$ cat src/rtl/vc_arb_pkg.sv
// Shared types and constants for the VC0/VC1 weighted round-robin arbiter.
package vc_arb_pkg;

    typedef enum logic [1:0] {
        IDLE      = 2'd0,
        SERVE_VC0 = 2'd1,
        SERVE_VC1 = 2'd2
    } arb_state_t;

    localparam int VC_ARB_DW_DEF = 6;
    localparam int CREDIT_W      = 4;

endpackage

$ cat src/rtl/vc_arb_grant.sv
// Combinational grant and next-credit logic for vc_arbiter.
// VC_ARB_STRICT_PRIO_EN selects strict VC0 priority instead of weighted round-robin.
module vc_arb_grant
    import vc_arb_pkg::*;
#(
    parameter int WEIGHT_VC0 = 3
) (
    input  logic                i_vc0_empty,
    input  logic                i_vc1_empty,
    input  logic                i_stall,
    input  logic [CREDIT_W-1:0] i_credit,
    output arb_state_t          o_state,
    output logic                o_vc0_pop,
    output logic                o_vc1_pop,
    output logic [CREDIT_W-1:0] o_credit_nxt
);

`ifdef VC_ARB_STRICT_PRIO_EN
    logic w_unused_credit;
    assign w_unused_credit = ^i_credit;

    always_comb begin
        o_state      = IDLE;
        o_credit_nxt = '0;
        if (!i_stall) begin
            if (!i_vc0_empty)      o_state = SERVE_VC0;
            else if (!i_vc1_empty) o_state = SERVE_VC1;
        end
    end
`else
    localparam logic [CREDIT_W-1:0] W_LIMIT = CREDIT_W'(WEIGHT_VC0);

    always_comb begin
        o_state      = IDLE;
        o_credit_nxt = i_credit;
        if (!i_stall) begin
            if (!i_vc0_empty && (i_vc1_empty || i_credit < W_LIMIT)) o_state = SERVE_VC0;
            else if (!i_vc1_empty)                                   o_state = SERVE_VC1;
            // Credit only counts VC0 grants taken while VC1 is actually waiting.
            if (i_vc1_empty || o_state == SERVE_VC1)
                o_credit_nxt = '0;
            else if (o_state == SERVE_VC0 && i_credit < W_LIMIT)
                o_credit_nxt = i_credit + 1'b1;
        end
    end
`endif

    assign o_vc0_pop = (o_state == SERVE_VC0);
    assign o_vc1_pop = (o_state == SERVE_VC1);

endmodule

$ cat src/rtl/vc_arbiter.sv
// VC0/VC1 arbiter feeding one destination FIFO; pop in cycle N pushes in cycle N+2.
// VC_ARB_STRICT_PRIO_EN selects strict VC0 priority (no credit register).
module vc_arbiter
    import vc_arb_pkg::*;
#(
    parameter int DATA_WIDTH = VC_ARB_DW_DEF,
    parameter int WEIGHT_VC0 = 3
) (
    input  logic                  clk,
    input  logic                  reset,
    input  logic                  init,
    input  logic                  vc0_empty,
    input  logic                  vc1_empty,
    input  logic [DATA_WIDTH-1:0] vc0_data,
    input  logic [DATA_WIDTH-1:0] vc1_data,
    input  logic                  dest_almost_full,
    input  logic                  dest_full,
    output logic                  vc0_pop,
    output logic                  vc1_pop,
    output logic                  push_out,
    output logic [DATA_WIDTH-1:0] data_out,
    output logic                  src_vc,
    output logic                  idle
);

    logic                  w_run;
    logic                  w_block;
    logic [CREDIT_W-1:0]   w_credit;
    logic [CREDIT_W-1:0]   w_credit_nxt;
    arb_state_t            w_state_nxt;
    arb_state_t            r_state;
    logic                  w_p1_valid;
    logic                  w_p1_vc1;
    logic                  r_push_out;
    logic                  r_src_vc;
    logic [DATA_WIDTH-1:0] r_data_out;

    assign w_run   = reset & init;
    // Reset is folded into the stall so pops are suppressed while it is held.
    assign w_block = dest_almost_full | dest_full | ~w_run;

    vc_arb_grant #(
        .WEIGHT_VC0(WEIGHT_VC0)
    ) u_grant (
        .i_vc0_empty (vc0_empty),
        .i_vc1_empty (vc1_empty),
        .i_stall     (w_block),
        .i_credit    (w_credit),
        .o_state     (w_state_nxt),
        .o_vc0_pop   (vc0_pop),
        .o_vc1_pop   (vc1_pop),
        .o_credit_nxt(w_credit_nxt)
    );

`ifdef VC_ARB_STRICT_PRIO_EN
    logic w_unused_credit_nxt;
    assign w_unused_credit_nxt = ^w_credit_nxt;
    assign w_credit            = '0;
`else
    logic [CREDIT_W-1:0] r_credit;

    always_ff @(posedge clk) begin
        if (!w_run) r_credit <= '0;
        else        r_credit <= w_credit_nxt;
    end

    assign w_credit = r_credit;
`endif

    // The registered FSM state doubles as pipeline stage p1 (pop valid + source).
    assign w_p1_valid = (r_state != IDLE);
    assign w_p1_vc1   = (r_state == SERVE_VC1);

    always_ff @(posedge clk) begin
        if (!w_run) begin
            r_state    <= IDLE;
            r_push_out <= 1'b0;
            r_data_out <= '0;
            r_src_vc   <= 1'b0;
        end else begin
            r_state    <= w_state_nxt;
            r_push_out <= w_p1_valid;
            if (w_p1_valid) begin
                r_data_out <= w_p1_vc1 ? vc1_data : vc0_data;
                r_src_vc   <= w_p1_vc1;
            end
        end
    end

    assign push_out = r_push_out;
    assign data_out = r_data_out;
    assign src_vc   = r_src_vc;
    assign idle     = vc0_empty & vc1_empty & ~w_p1_valid & ~r_push_out;

endmodule

$ cat config.mk
export PLATFORM = sky130hd
export DESIGN_NAME = vc_arbiter
export DESIGN_NICKNAME = d
export VERILOG_FILES = /design/src/rtl/vc_arb_pkg.sv /design/src/rtl/vc_arb_grant.sv /design/src/rtl/vc_arbiter.sv
export SDC_FILE = /design/constraint.sdc
export NUM_CORES = 1
export LEC_CHECK = 0
export ABC_CLOCK_PERIOD_IN_PS = 1400
export BUFFER_PORTS_ARGS = -buffer_cell sky130_fd_sc_hd__buf_2
export CORE_MARGIN = 1
export CORE_UTILIZATION = 26
export DETAILED_ROUTE_END_ITERATION = 10
export PLACE_DENSITY = 0.58
export SETUP_SLACK_MARGIN = 0.5
export SYNTH_ARGS = -nofsm -noshare
export SYNTH_HDL_FRONTEND = slang
export SYNTH_SLANG_ARGS = --single-unit
$ cat constraint.sdc
create_clock -name clk -period 1.4 [get_ports clk]
set_input_delay 0.28 -clock clk [delete_from_list [all_inputs] [get_ports clk]]
set_output_delay 0.28 -clock clk [all_outputs]
set_load 0.005 [all_outputs]
### Yosys cells after proc, flatten, opt, wreduce, memory -nomap -nowiden

Cells that the tools add are included.

* mux-type cells: 7
* reductions and logical operators: 8
* equality and inequality tests: 5
* $lt $le $gt $ge: 1
* bitwise gates (word level): 10
* $add $sub $neg: 1

Operator list (count)
* 2-bit two-way mux: 4
* 4-bit two-way mux: 2
* 2-bit == test, second input constant: 3
* 6-bit two-way mux: 1
* 4-bit by 1-bit adder with 4-bit output, second input constant: 1
* 1-bit AND: 4
* 2-bit by 1-bit == test with 1-bit output, second input constant: 2
* 4-bit by 2-bit less-than comparator with 1-bit output, second input constant: 1
* 1-bit inverter: 4
* 2-bit nonzero test: 2
* 1-bit logical AND: 2
* 1-bit logical OR: 2
* 1-bit bitwise OR: 2
* 2-bit AND reduction: 1
* 1-bit zero test: 1

* flip-flop bits (word level): 14
* output and inout port bits: 11
* input bits: 19
* logic and storage cells: 37

### Depth between registers and ports, before layout

Gate-level depths: netlist (run 1).

* word-level depth: 9
* depth in mapped cells: 4
* depth with buffers taken out: 4

### Hierarchy

From an unflattened synthesis (run 1), not the netlist that was laid out.

* cells, all modules: 62
* area, all modules: 636.9 um2

By module, submodules not included
* vc_arbiter: area an instance 521.8 um2, cells an instance 47, seq. area each 280.3 um2, instances 1
* vc_arb_grant: area an instance 115.1 um2, cells an instance 15, seq. area each 0.0 um2, instances 1

### Least setup slack after synthesis (run 1)

OpenSTA, ideal clock, no wires.

* path type: reg-to-output
* start point: register r_credit[0]
* end point: output port vc0_pop
* cell stages (with the launch flop): 5
* arrival time: 0.897 ns
* path slack: 0.223 ns
* required time: 1.120 ns
* path buffers: 0
* cells stage by stage: dfxtp_1 -> ha_1 -> nor3_1 -> nor2_1 -> nor3_1

* longest elaborated chain between the ends: 7

Ends and longest elaborated chain
* start, declared: line vc_arbiter.sv:60 `logic [CREDIT_W-1:0] r_credit;`
* start signal, assigned: line vc_arbiter.sv:64 `else r_credit <= w_credit_nxt;`
* 4-bit by 2-bit less-than comparator with 1-bit output: line vc_arb_grant.sv:37 `if (!i_vc0_empty && (i_vc1_empty || i_credit < W_LIMIT)) o_state = SERVE_VC0;`
* 1-bit logical OR: line vc_arb_grant.sv:37
* 1-bit logical AND: line vc_arb_grant.sv:37
* 2-bit two-way mux: line vc_arb_grant.sv:37
* 2-bit two-way mux (2 in series): line vc_arb_grant.sv:36 `if (!i_stall) begin`
* 2-bit by 1-bit == test with 1-bit output: line vc_arb_grant.sv:48 `assign o_vc0_pop = (o_state == SERVE_VC0);`
* end, declared: line vc_arbiter.sv:18 `output logic vc0_pop,`

Every way passes these cells. The select of a mux whose other input is x is not followed.

### Final worst setup path (run 1)

Ends and elaborated chain as after synthesis.

==> results.json, run 1 <==
{
  "outcome": "finished with violations",
  "violations_in_the_final_reports": "negative setup slack",
  "timing.critical_path.required_ps": 1120,
  "synthesis.area_um2": 594,
  "place_congestion": 0.623,
  "synth_area_leader_cell": "sky130_fd_sc_hd__dfxtp_1",
  "dieArea_um2": 2480,
  "grt_busiest_layer": "met2",
  "drc": 0,
  "worst_min_path_start": "vc1_empty",
  "cts_buffers": 3,
  "grt_antenna_before_repair": 0,
  "floorplan.die.height_um": 49.8,
  "ys_ff_latch": 14,
  "regToRegSetupSlack_ps": -30,
  "synth.area.top_cells": "sky130_fd_sc_hd__dfxtp_1 47%, sky130_fd_sc_hd__mux2_2 11%, sky130_fd_sc_hd__mux2i_1 10%",
  "cell_count_after_placement": 115,
  "setup_slack_ps": -131,
  "irDropWorstVdd_v": 0.000368,
  "vias": 573,
  "clk-insertion-delay-late_ps": 270,
  "met3_use_gr_pct": 4.01,
  "synthesis.instances": 60,
  "grt-ovfl-total": 0,
  "timing.critical_path.max_delay_family": "flip-flops",
  "place.detailed.hpwl_um": 993,
  "mappedNetlistNets": 80,
  "num_io_pins": 30,
  "grt.met2_usage_pct": 21.4,
  "layout_common_cells": "25 x sky130_fd_sc_hd__buf_2, 12 x sky130_fd_sc_hd__nor2_1, 11 x sky130_fd_sc_hd__dfxtp_2, 8 x sky130_fd_sc_hd__buf_6",
  "r2r_end": "r_state[0]",
  "clk_root_buffer_cell": "sky130_fd_sc_hd__clkbuf_4",
  "timing.hold.worst_endpoint": "r_state[1]",
  "max_cap_violations": 0,
  "routedWlPerCell_um": 11.0,
  "fin_util_pct": 48.2,
  "r2r-start": "r_credit[0]",
  "total_leakage_power_nw": 0.445,
  "grt_pass1_vias": 557,
  "std_cell_core_area_um2": 2060,
  "clkSinkCount": 14,
  "path_clk_slew_ps": 80,
  "period_share_pct": 109,
  "timing.fmax_mhz": 653,
  "synth-seq-area-share_pct": 47.2,
  "worst_ep_arrival_time_ps": 1250,
  "post_route_cells_drive_above_1_share_pct": 69.7,
  "cts-hold-fix-buffers": 0,
  "antenna_violating_nets_post_route": 0,
  "yosys_warnings": 0,
  "power.density_cell_area_nw_per_um2": 758,
  "final_net_count": 120,
  "layout_commonest_cell": "sky130_fd_sc_hd__buf_2",
  "average_cell_area_after_synthesis_um2": 9.91,
  "hold_depth": 2,
  "timing_max_transition_violations_final": 0,
  "initialDrtViolationCount": 6,
  "num_antenna_cells": 0,
  "distinct_cell_type_count_after_synthesis": 16,
  "timing_worst_slew_pin_value_ps": 256,
  "drt-pass1-iter-count": 4,
  "tritoncts": "yes",
  "worst_path_max_delay_cell": "sky130_fd_sc_hd__dfxtp_2",
  "hp-class": "input pin to flip-flop",
  "fin_crit_ps": 1530,
  "wire_length_of_the_first_global_routing_pass_um": 2350,
  "route.final.wire_length_um": 1380,
  "grt_max_degree": 9,
  "grt_util_all_layers_pct": 12.5,
  "crit_path_end_kind": "primary output",
  "syn_to_final_growth_pct": 67.2,
  "die_x_um": 49.8,
  "initial_utilization_pct": 28.8,
  "avgViaCountPerCell": 4.55,
  "post_layout_nonfiller_instances": 126,
  "totalNegativeSetupSlack_ps": -182,
  "timing.final.hold_violations": 0,
  "fin_skew_ps": 1.16,
  "cp-start-kind": "flip-flop",
  "row_count": 16,
  "rsz0062_at_grt": "true",
  "crit_buf_inv": 1,
  "synth_top_cell_area_share_pct": 47.2,
  "groute.layer.met1.usage_pct": 15.0,
  "htreeDepth": 1,
  "ctsLongestPathBuffers": 2,
  "cp_slowest_stage_delay_ps": 340,
  "crit_chain": "ha_4 -> nor3_2 -> nor2_1 -> nor3_1 -> buf_2",
  "setup_viol": 3,
  "relSlewSlack_pct": 82.8,
  "critPathKind": "flip-flop to primary output",
  "r2r_cells": 9,
  "buffer_ports.inserted": 29,
  "path_max_fanout": 2
}
## where the power goes
group / switching [mW] / internal [mW] / total (mW)
combinational: 0.0329 / 0.0392 / 0.0721
clock: 0.122 / 0.158 / 0.280
sequential: 0.00210 / 0.399 / 0.401
total: 0.157 / 0.596 / 0.753
## per-layer routing
metal | routed length [µm] | part of all wire [%]
met1 | 641 | 46
met3 | 111 | 8.0
met4 | 8 | 0.58
met2 | 622 | 45
met5 | 0 | 0
## cell type report
| type | instances | area [µm²] |
|---|---|---|
| Timing Repair Buffer | 38 | 260 |
| Sequential cell | 14 | 298 |
| Clock buffer | 4 | 36.3 |
| Multi-Input combinational cell | 43 | 365 |
| Fill cell | 199 | 1070 |
| Tap cell | 27 | 33.8 |
## cells in the mapped netlist
master	n
sky130_fd_sc_hd__dfxtp_1	14
sky130_fd_sc_hd__nor2_1	13
sky130_fd_sc_hd__nor3_1	7
sky130_fd_sc_hd__mux2_2	6
sky130_fd_sc_hd__mux2i_1	6
sky130_fd_sc_hd__buf_2	3
sky130_fd_sc_hd__nand3_1	2
sky130_fd_sc_hd__a22o_2	1
sky130_fd_sc_hd__a32o_2	1
sky130_fd_sc_hd__and2_1	1
sky130_fd_sc_hd__and2_2	1
sky130_fd_sc_hd__and2b_1	1
sky130_fd_sc_hd__ha_1	1
sky130_fd_sc_hd__nand2_1	1
sky130_fd_sc_hd__nor4_1	1
sky130_fd_sc_hd__nor4_2	1
## logic make-up after synthesis
family	Yosys count	synth area share [%]
simple gates	28	23.2
flops	14	47.2
mux	12	21.5
buf+inv	3	2.53
compound gates	2	3.58
fa+ha+maj	1	2.10
## repair_timing
| item | 4_1_cts | 5_1_grt |
|---|---|---|
| pin swaps | 5 | 4 |
| endpoints found under the setup margin | 21 | 21 |
| gates cloned | 0 | 0 |
| gates resized for setup | 15 | 8 |
| buffers inserted | 7 | 0 |
## worst max-delay path by stage
stage | from | to | slack (ps) | cells past startpoint
2_1_floorplan | r_credit[0] | vc0_pop | 240 | 4
4_1_cts | r_credit[1] | vc0_pop | -130 | 5
3_3_place_gp | r_credit[0] | vc0_pop | 120 | 5
3_5_place_dp | r_credit[0] | vc0_pop | 130 | 5
6_report | r_credit[0] | vc0_pop | -130 | 5
5_1_grt | r_credit[0] | vc0_pop | -230 | 5
## registers in the layout, summed over array words and instances, names as in the netlist
name and flops:
data_out 6, r_state 2, src_vc 1, r_credit 4, push_out 1
## per-stage QoR
| stage | cell area (µm²) | setup WS (ps) | hold slack, ps | power [mW] |
|---|---|---|---|---|
| after floorplan | 658 | 236 | 352 | 0.440 |
| after global placement | 825 | 117 | 477 | 0.476 |
| after detailed placement | 825 | 128 | 484 | 0.478 |
| after CTS | 955 | -128 | 231 | 0.762 |
| after global routing | 993 | -226 | 234 | 0.789 |
| final | 993 | -131 | 244 | 0.753 |
Power figures use the tool's default switching activity.
==> run 2: changes to the inputs <==
--- a/config.mk
+++ b/config.mk
@@ -12,3 +12,3 @@
 export DETAILED_ROUTE_END_ITERATION = 10
-export PLACE_DENSITY = 0.58
+export PLACE_DENSITY = 0.57
 export SETUP_SLACK_MARGIN = 0.5
@@ -16,2 +16,3 @@
 export SYNTH_HDL_FRONTEND = slang
+export SYNTH_HIERARCHICAL = 1
 export SYNTH_SLANG_ARGS = --single-unit
==> constraint.sdc (replaced) <==
create_clock -name clk -period 1.4 [get_ports clk]
set_input_delay 0.21 -clock clk [delete_from_list [all_inputs] [get_ports clk]]
set_output_delay 0.21 -clock clk [all_outputs]
set_load 0.005 [all_outputs]
==> run 2 against run 1 <==
The run now ends clean. Area after synthesis rose by 7.2%. Maximum frequency rose by 11%. Worst hold slack got worse by 23 ps. Non-clock buffer count rose by 5. Sequential cell count did not move. Global-route usage fell by 0.11 points. Total power fell by 8.0%. Clock-buffer cell count fell by 1. Clock power fell by 24%. Wire length rose by 23%. Sequential share of layout area fell by 2.6 points. Critical path depth fell by 1. Critical path type unchanged. Largest cell class unchanged. Largest power group unchanged.
==> results.json, run 2 <==
{
  "synth_area_leader_cell": "sky130_fd_sc_hd__dfxtp_1",
  "layout_common_cells": "26 x sky130_fd_sc_hd__buf_2, 10 x sky130_fd_sc_hd__dfxtp_2, 9 x sky130_fd_sc_hd__buf_6, 8 x sky130_fd_sc_hd__buf_4",
  "yosys.cell_count.top_type": "sky130_fd_sc_hd__dfxtp_1",
  "grt_pass1_vias": 570,
  "comb_power_share_pct": 12.3,
  "power.net_switching_mw": 0.154,
  "synthAdderAreaFrac_pct": 1.96,
  "worst_path_max_delay_cell": "sky130_fd_sc_hd__dfxtp_4",
  "fin_crit_ps": 1390,
  "max_ffs_per_register": 6,
  "synthesis.instances": 62,
  "pwr-share-seq_pct": 56.9,
  "synth_edf_count": 0,
  "htreeDepth": 1,
  "wire_length_of_the_first_global_routing_pass_um": 2370,
  "distinct_cell_type_count_after_synthesis": 20,
  "post_route_cells_drive_above_1_share_pct": 77.4,
  "layout_commonest_cell": "sky130_fd_sc_hd__buf_2",
  "std_cell_core_area_um2": 2250,
  "rsz0062_at_grt": "true",
  "clkSinkCount": 14,
  "ctsLongestPathBuffers": 2,
  "row_count": 17,
  "synth-async-reset-ratio_pct": 0,
  "buffer_ports.inserted": 29,
  "ys_dominant_reg_cell": "sky130_fd_sc_hd__dfxtp_1",
  "route.final.wire_length_um": 1700,
  "hold_slack_ps": 222,
  "drt-pass1-iter-count": 4,
  "synth.top_cells.by_count": "14 x sky130_fd_sc_hd__dfxtp_1, 6 x sky130_fd_sc_hd__a211oi_1, 6 x sky130_fd_sc_hd__and3_2, 6 x sky130_fd_sc_hd__mux2i_1, 6 x sky130_fd_sc_hd__nor2b_1",
  "synth-seq-area-share_pct": 44.0,
  "fin_util_pct": 49.3,
  "synth_top_family_by_area": "simple AND/OR/NAND/NOR gates",
  "crit_chain": "ha_4 -> nor4_4 -> nor3_1 -> buf_2",
  "power_mw": 0.693,
  "num_antenna_cells": 0,
  "relSlewSlack_pct": 83.4,
  "fin_skew_ps": 3.28,
  "yosys_warnings": 6,
  "ys_ff_latch": 14,
  "worst_ep_arrival_time_ps": 1180,
  "synth-xor-area-share_pct": 0,
  "path_max_fanout": 2,
  "multiplexer_fraction_of_the_synthesized_cell_area_pct": 9.43,
  "cts_buffers": 3,
  "synth.area.top_cells": "sky130_fd_sc_hd__dfxtp_1 44%, sky130_fd_sc_hd__mux2i_1 9.4%, sky130_fd_sc_hd__a211oi_1 7.1%",
  "grt_util_all_layers_pct": 12.4,
  "vias": 639,
  "path_clk_slew_ps": 80,
  "timing.final.hold_violations": 0,
  "num_io_pins": 30,
  "timing_max_transition_violations_final": 0,
  "grt_antenna_before_repair": 0,
  "antenna_violating_nets_post_route": 0,
  "avgViaCountPerCell": 4.77,
  "synthesis.area_um2": 637,
  "cts-hold-fix-buffers": 0,
  "initialDrtViolationCount": 11,
  "average_cell_area_after_synthesis_um2": 10.3,
  "synth_compound_gate_area_share_pct": 12.6,
  "critPathKind": "flip-flop to primary output",
  "synth_top_cell_area_share_pct": 44.0,
  "timing_worst_slew_pin_value_ps": 247,
  "die_x_um": 51.5,
  "drc": 0,
  "syn_to_final_growth_pct": 74.7,
  "place_congestion": 0.751,
  "initial_utilization_pct": 28.2,
  "cp_slowest_stage_delay_ps": 360,
  "timing.fmax_mhz": 722,
  "power.density_cell_area_nw_per_um2": 623,
  "simple_gate_portion_of_the_synthesized_area_pct": 28.9,
  "cp-start-kind": "flip-flop",
  "grt_max_degree": 10,
  "setup_viol": 0,
  "clk_root_buffer_cell": "sky130_fd_sc_hd__clkbuf_4",
  "period_share_pct": 98.9,
  "place.detailed.hpwl_um": 1150,
  "dieArea_um2": 2650,
  "hp-class": "input pin to flip-flop",
  "routedWlPerCell_um": 12.7,
  "mappedNetlistNets": 82,
  "crit_path_end_kind": "primary output",
  "outcome": "completed",
  "power.internal_mw": 0.538,
  "max_cap_violations": 0,
  "final_net_count": 128,
  "tritoncts": "yes",
  "clk-insertion-delay-late_ps": 270,
  "irDropWorstVdd_v": 0.000324,
  "proportion_of_power_drawn_by_the_clock_network_pct": 30.8,
  "grt-ovfl-total": 0,
  "floorplan.die.height_um": 51.5,
  "timing.critical_path.required_ps": 1190,
  "total_leakage_power_nw": 0.468,
  "power.switching_fraction_pct": 22.3
}
[run 2: logic make-up after synthesis]
kind of cell | Yosys count
AOI/OAI and AO/OA | 10
adders and majority gates | 1
buffers and inverters | 3
DFF | 14
muxes | 6
and+or+nand+nor | 28
[run 2: final timing paths]
check / start / to / slack (ps) / cells past startpoint
max: r_credit[0] / vc1_pop / 10 / 4
min: vc0_data[2] / data_out[2] / 220 / 3
max reg2reg: r_credit[0] / r_credit[1] / 160 / 5
min reg2reg: src_vc / src_vc / 480 / 2
[run 2: metrics by stage]
stage | std cells | cell area, µm² | setup TNS (ps) | setup slack (ps)
final | 134 | 1110 | 0 | 14.8
after floorplan | 62 | 684 | 0 | 183
after global routing | 134 | 1110 | -72.1 | -50.8
after global placement | 121 | 872 | -93.5 | -69.9
after detailed placement | 121 | 872 | -210 | -95.4
after CTS | 128 | 1010 | -49.6 | -49.6
[run 2: what timing repair did]
action | CTS | global route
endpoints found under the setup margin | 24 | 23
pin swaps | 8 | 10
gates resized for setup | 29 | 15
buffers inserted | 4 | 6
[run 2: final cells by class]
cell class                      instances  area (µm²)
Fill cell                             228        1140
Multi-Input combinational cell         45         452
Sequential cell                        14         304
Timing Repair Buffer                   43         292
Tap cell                               28        35.0
Clock buffer                            3        22.5
Inverter                                1        7.51
[run 2: power groups by stage]
stage                     Clock (mW)  Combinational [mW]  Sequential [mW]
after floorplan                    0              0.0195            0.409
after global placement             0              0.0667            0.409
after detailed placement           0              0.0679            0.409
after CTS                      0.224              0.0760            0.394
after global routing           0.248              0.0907            0.394
final                          0.213              0.0855            0.394
[run 2: worst max-delay path: cells and delay by family (launching register included)]
| kind | cells | cell delay, ps |
|---|---|---|
| adder cells (fa/ha/maj) | 1 | 170 |
| buffers and inverters | 1 | 130 |
| flip-flops | 1 | 360 |
| AND/OR/NAND/NOR | 2 | 250 |
[run 2: metal layers]
metal  GRT usage (%)  wire [µm]
met1            13.3        713
met2            20.6        819
met3            2.92        114
met4            9.91         53
met5               0          0
